--- src/rtl/audio_sample_fifo.sv ---
// Stereo sample FIFO feeding a PT8211 serializer: PRIME until PRIME_LEVEL entries, then pops on req; outputs update one edge after req.
// Producer is backpressured only at full (wr_ready); underrun returns to PRIME. Optional macro: UNDERRUN_MUTE_EN (mute on underrun).
module audio_sample_fifo #(
  parameter int DEPTH_LOG2  = 4,
  parameter int PRIME_LEVEL = 8
) (
  input  logic                  clk_1p536m,
  input  logic                  rst_n,
  input  logic                  wr_valid,
  input  logic [15:0]           wr_left,
  input  logic [15:0]           wr_right,
  output logic                  wr_ready,
  input  logic                  req,
  output logic [15:0]           idata_left,
  output logic [15:0]           idata_right,
  output logic [DEPTH_LOG2:0]   level,
  output logic                  running,
  output logic [15:0]           underrun_cnt
);

  localparam int DEPTH = 1 << DEPTH_LOG2;
  localparam logic [DEPTH_LOG2:0] FULL_LVL  = (DEPTH_LOG2+1)'(DEPTH);
  localparam logic [DEPTH_LOG2:0] PRIME_LVL = (DEPTH_LOG2+1)'(PRIME_LEVEL);

  if (PRIME_LEVEL < 1 || PRIME_LEVEL > DEPTH) begin : g_bad_prime
    $error("PRIME_LEVEL must be within 1..2**DEPTH_LOG2");
  end

  typedef enum logic {
    ST_PRIME = 1'b0,
    ST_RUN   = 1'b1
  } state_t;

  state_t                state_q;
  state_t                state_d;
  logic [DEPTH_LOG2-1:0] wr_ptr;
  logic [DEPTH_LOG2-1:0] rd_ptr;
  logic [31:0]           mem [DEPTH];
  logic [DEPTH_LOG2:0]   level_d;
  logic [31:0]           idata_d;
  logic [15:0]           underrun_cnt_d;
  logic                  push;
  logic                  pop;
  logic                  underrun;
  logic                  prime_req;

  assign wr_ready = (level != FULL_LVL);
  assign push     = wr_valid && wr_ready;

  always_comb begin
    state_d   = state_q;
    pop       = 1'b0;
    underrun  = 1'b0;
    prime_req = 1'b0;
    case (state_q)
      ST_PRIME: begin
        prime_req = req;
        if (level >= PRIME_LVL) begin
          state_d = ST_RUN;
        end
      end
      ST_RUN: begin
        if (req) begin
          if (level != '0) begin
            pop = 1'b1;
          end else begin
            underrun = 1'b1;
            state_d  = ST_PRIME;
          end
        end
      end
      default: state_d = ST_PRIME;
    endcase
  end

  // A write racing an underrun is only stored; it never reaches the outputs this cycle.
  always_comb begin
    idata_d = {idata_left, idata_right};
    if (prime_req) begin
      idata_d = '0;
    end else if (pop) begin
      idata_d = mem[rd_ptr];
    end else if (underrun) begin
`ifdef UNDERRUN_MUTE_EN
      idata_d = '0;
`else
      idata_d = {idata_left, idata_right};
`endif
    end
  end

  always_comb begin
    level_d = level;
    case ({push, pop})
      2'b10:   level_d = level + 1'b1;
      2'b01:   level_d = level - 1'b1;
      default: level_d = level;
    endcase
  end

  always_comb begin
    underrun_cnt_d = underrun_cnt;
    if (underrun && underrun_cnt != 16'hFFFF) begin
      underrun_cnt_d = underrun_cnt + 16'd1;
    end
  end

  always_ff @(posedge clk_1p536m or negedge rst_n) begin
    if (!rst_n) begin
      state_q      <= ST_PRIME;
      running      <= 1'b0;
      wr_ptr       <= '0;
      rd_ptr       <= '0;
      level        <= '0;
      underrun_cnt <= '0;
      idata_left   <= '0;
      idata_right  <= '0;
    end else begin
      state_q      <= state_d;
      running      <= (state_d == ST_RUN);
      level        <= level_d;
      underrun_cnt <= underrun_cnt_d;
      {idata_left, idata_right} <= idata_d;
      if (push) begin
        wr_ptr <= wr_ptr + 1'b1;
      end
      if (pop) begin
        rd_ptr <= rd_ptr + 1'b1;
      end
    end
  end

  // Storage is not reset; pointer reset alone keeps stale entries unreachable.
  always_ff @(posedge clk_1p536m) begin
    if (push) begin
      mem[wr_ptr] <= {wr_left, wr_right};
    end
  end

endmodule

--- config.mk ---
export PLATFORM = sky130hd
export DESIGN_NAME = audio_sample_fifo
export DESIGN_NICKNAME = d
export VERILOG_FILES = /design/src/rtl/audio_sample_fifo.sv
export SDC_FILE = /design/constraint.sdc
export NUM_CORES = 1
export LEC_CHECK = 0
export BUFFER_PORTS_ARGS = -buffer_cell sky130_fd_sc_hd__buf_2
export CAP_MARGIN = 40
export CORE_UTILIZATION = 45
export CTS_CLUSTER_SIZE = 12
export DETAILED_ROUTE_END_ITERATION = 12
export PLACE_DENSITY = 0.74
export SYNTH_ARGS = -nofsm -noshare
export SYNTH_HDL_FRONTEND = slang
export SYNTH_SLANG_ARGS = --single-unit
--- constraint.sdc ---
create_clock -name clk_1p536m -period 3.6 [get_ports clk_1p536m]
set_input_delay 0.54 -clock clk_1p536m [delete_from_list [all_inputs] [get_ports clk_1p536m]]
set_output_delay 0.54 -clock clk_1p536m [all_outputs]
set_load 0.05 [all_outputs]
==> results.cfg <==
[final_layout]
fill_cells = 3614
fin_util = 0.531
final_cells = 1870
design_area_sq_mm = 0.0255
drive_above_1_share = 0.303
fin_nets = 1215
diodes = 0
syn2layout_area_growth_pct = 15.5

[drt]
routed_via_density = 5.69
route.detailed.drc = 0
dr.pass1.iters = 5
drtIter0Drc = 907
routedWlPerCell_microns = 24.5
dr_total_vias = 10600
totalWireLength_microns = 45800
final_antenna_net_count = 0

[sta]
worst_slew_pin_slew_ns = 0.698
clock.fmax_mhz = 324
hold_viol_final = 0
slew_violations = 0
final.setup.worst_slack_ns = 0.513
finClkSkew_ns = 0.0193
min_period_ns = 3.09
rsz0062_at_grt = no
finalCritPeriodShare = 0.857
finalSetupViolations = 0
relSlewSlack = 0.535
finalSetupTns_ns = 0

[critical_path]
critPathRequiredTime_ns = 4.11
rrSetupSlack_ns = 0.51
crit_type = flop to flop
crit_fanout = 10
cp_data_arrival_time_ns = 3.59
end_kind = flop
cp-start-kind = flop

[placed_design]
place_ws_ns = 0.574
dp.final_hpwl_microns = 26800
portBuffers = 90
placed_area_sq_mm = 0.0238
gp_congestion = 0.777
place_inst = 1765

[clocking]
cts-resized-gates = 0
clk_pin_slew_ns = 0.06
numCtsBuffers = 57
ctsHoldBuffers = 1
postCtsSetupBuffers = 0
cts_max_path_buffers = 3
htreeDepth = 2
root_buffer = clkbuf_16
cts_sinks = 574
insertion_delay_ns = 0.62
tritoncts = yes

[yosys]
synthTopCellsByArea = edfxtp_1 (69%), mux4_2 (13%), dfrtp_1 (7.0%)
syn_area_per_cell_sq_um = 21.5
yosysTopAreaCellShare = 0.695
synth_nets = 1074
syn-instance-count = 1028
seq_area_frac_synth = 0.765
synth_area_leader_cell = edfxtp_1
yosys_warnings = 0
yosysMostFrequentCell = edfxtp_1
synth-async-reset-ratio = 0.108
synth_seq_cells = 574
synth_top_cells_by_count = edfxtp_1 (512), mux4_2 (128), mux2i_1 (64), dfrtp_1 (62), nand2_1 (48)
synth_edf_count = 512
syn_area_sq_mm = 0.0221
synth.distinct_cells = 45
synth_ff_type = edfxtp_1

[pwr]
seq_power_share = 0.438
swShare = 0.316
pwr-share-comb = 0.287
pwr-share-clk = 0.275
power.internal_mw = 13.6
peakVddDrop_mv = 0.434
p_per_area_mw_per_mm2 = 780
leakage_nw = 8.69
p_sw_mw = 6.29

[grt]
gr-usage-all-layers = 0.189
grt_max_degree = 48
antenna_found_initial = 2
grt_pass1_vias = 11200
grt_pass1_wl_microns = 69800
gr-total-overflow = 0

[hold_path]
hold_path.class = input pin to flop

[die]
core_area_sq_mm = 0.0481
dieArea_sq_mm = 0.0501
die_h_microns = 224
die_w_microns = 224
start_util = 0.459
num_rows = 80
ioPinCount = 91

[job]
drv_cap = 0

[outcome]
outcome = finished clean
## flip-flops by register name (all words and copies together) (netlist names)
signal,cells
underrun_cnt,16
mem,512
idata_right,16
idata_left,16
rd_ptr,4
state_q,1
wr_ptr,4
level,5
## power by group through the flow
stage | logic, mW | clock network, mW | registers (mW)
2_1_floorplan | 3.61 | 0 | 9.25
3_3_place_gp | 5.70 | 0 | 8.81
5_1_grt | 6.13 | 5.81 | 8.81
4_1_cts | 5.83 | 5.59 | 8.74
6_report | 5.73 | 5.48 | 8.72
3_5_place_dp | 5.80 | 0 | 8.86
## per-layer routing
layer | track usage | vias up | part of all wire
li1 | - | 4537 | -
met1 | 0.257 | 5637 | 0.41
met2 | 0.310 | 395 | 0.49
met3 | 0.0425 | 67 | 0.075
met4 | 0.0464 | 4 | 0.018
met5 | 0 | - | 0.00052
## worst paths after layout
check,startpoint,endpoint,cells after the start
max,level[1],level[4],11
max in group asynchronous,rst_n,rd_ptr[0],3
min in group asynchronous,rst_n,idata_left[9],2
min reg2reg,rd_ptr[3],rd_ptr[3],1
min,wr_left[8],mem[9][24],1
max reg2reg,level[1],level[4],11
## placed cells by master, fill, tap and decap left out, types with 2 or more instances in the layout
master	netlist	routed
nor4b_2	5	5
nand2b_1	4	3
xor2_1	19	19
nand2_1	48	48
inv_1	6	6
clkinv_1	0	3
ha_1	10	10
clkbuf_8	0	3
buf_4	0	34
nor3b_1	4	4
o21ai_0	4	4
nor3_4	0	4
a21oi_1	3	3
clkinv_16	0	2
nand3_1	5	5
mux4_2	128	128
nor2_1	17	5
buf_2	26	89
mux2_2	2	2
dfrtp_1	62	59
clkbuf_16	0	57
clkinv_2	0	4
xnor2_1	6	6
and4_1	2	2
nor4_2	2	2
dfrtp_4	0	3
nor3_1	9	5
buf_12	0	12
and3b_1	2	2
nor2_4	0	12
edfxtp_1	512	512
nor2b_1	3	3
nand4_1	7	7
o221ai_1	32	32
mux2i_1	64	64
clkbuf_1	14	32
## cell type report
| cell class | count | area [sq um] | area share |
|---|---|---|---|
| clock buffer | 92 | 1590 | 0.0621 |
| clock inverter | 12 | 138 | 0.00539 |
| inverter | 6 | 22.5 | 0.000881 |
| multi-input combinational | 393 | 5060 | 0.198 |
| sequential | 574 | 16900 | 0.663 |
| tap | 656 | 821 | 0.0321 |
| timing repair buffer | 137 | 978 | 0.0383 |
## cell families (layout without fill, tap and decap cells)
family | count (synthesis) | in the layout | share of synthesized area
AO/OA/AOI/OAI | 48 | 48 | 0.0177
XOR/XNOR | 25 | 25 | 0.00990
adder cells (fa/ha/maj) | 10 | 10 | 0.00566
buffers and inverters | 61 | 247 | 0.0122
flip-flops | 574 | 574 | 0.765
multiplexers | 195 | 195 | 0.161
AND/OR/NAND/NOR | 115 | 115 | 0.0287
## through the flow
step	hold slack (ns)	power [mW]
floorplan	0.244	12.9
CTS	0.264	20.2
finish	0.300	19.9
global placement	0.471	14.5
detailed placement	0.462	14.7
global route	0.292	20.7
## critical path, cell delays in order (launching register included)
cell and delay [ns]:
dfrtp_1 0.49, nor4_4 0.50, a21boi_1 0.14, buf_4 0.20, inv_1 0.08, ha_1 0.36, xor2_1 0.13, ha_1 0.23
nor2b_1 0.14, o21ai_0 0.30, a21oi_1 0.12, nor4b_1 0.29
No activity file was read; power rests on OpenSTA's default activity.
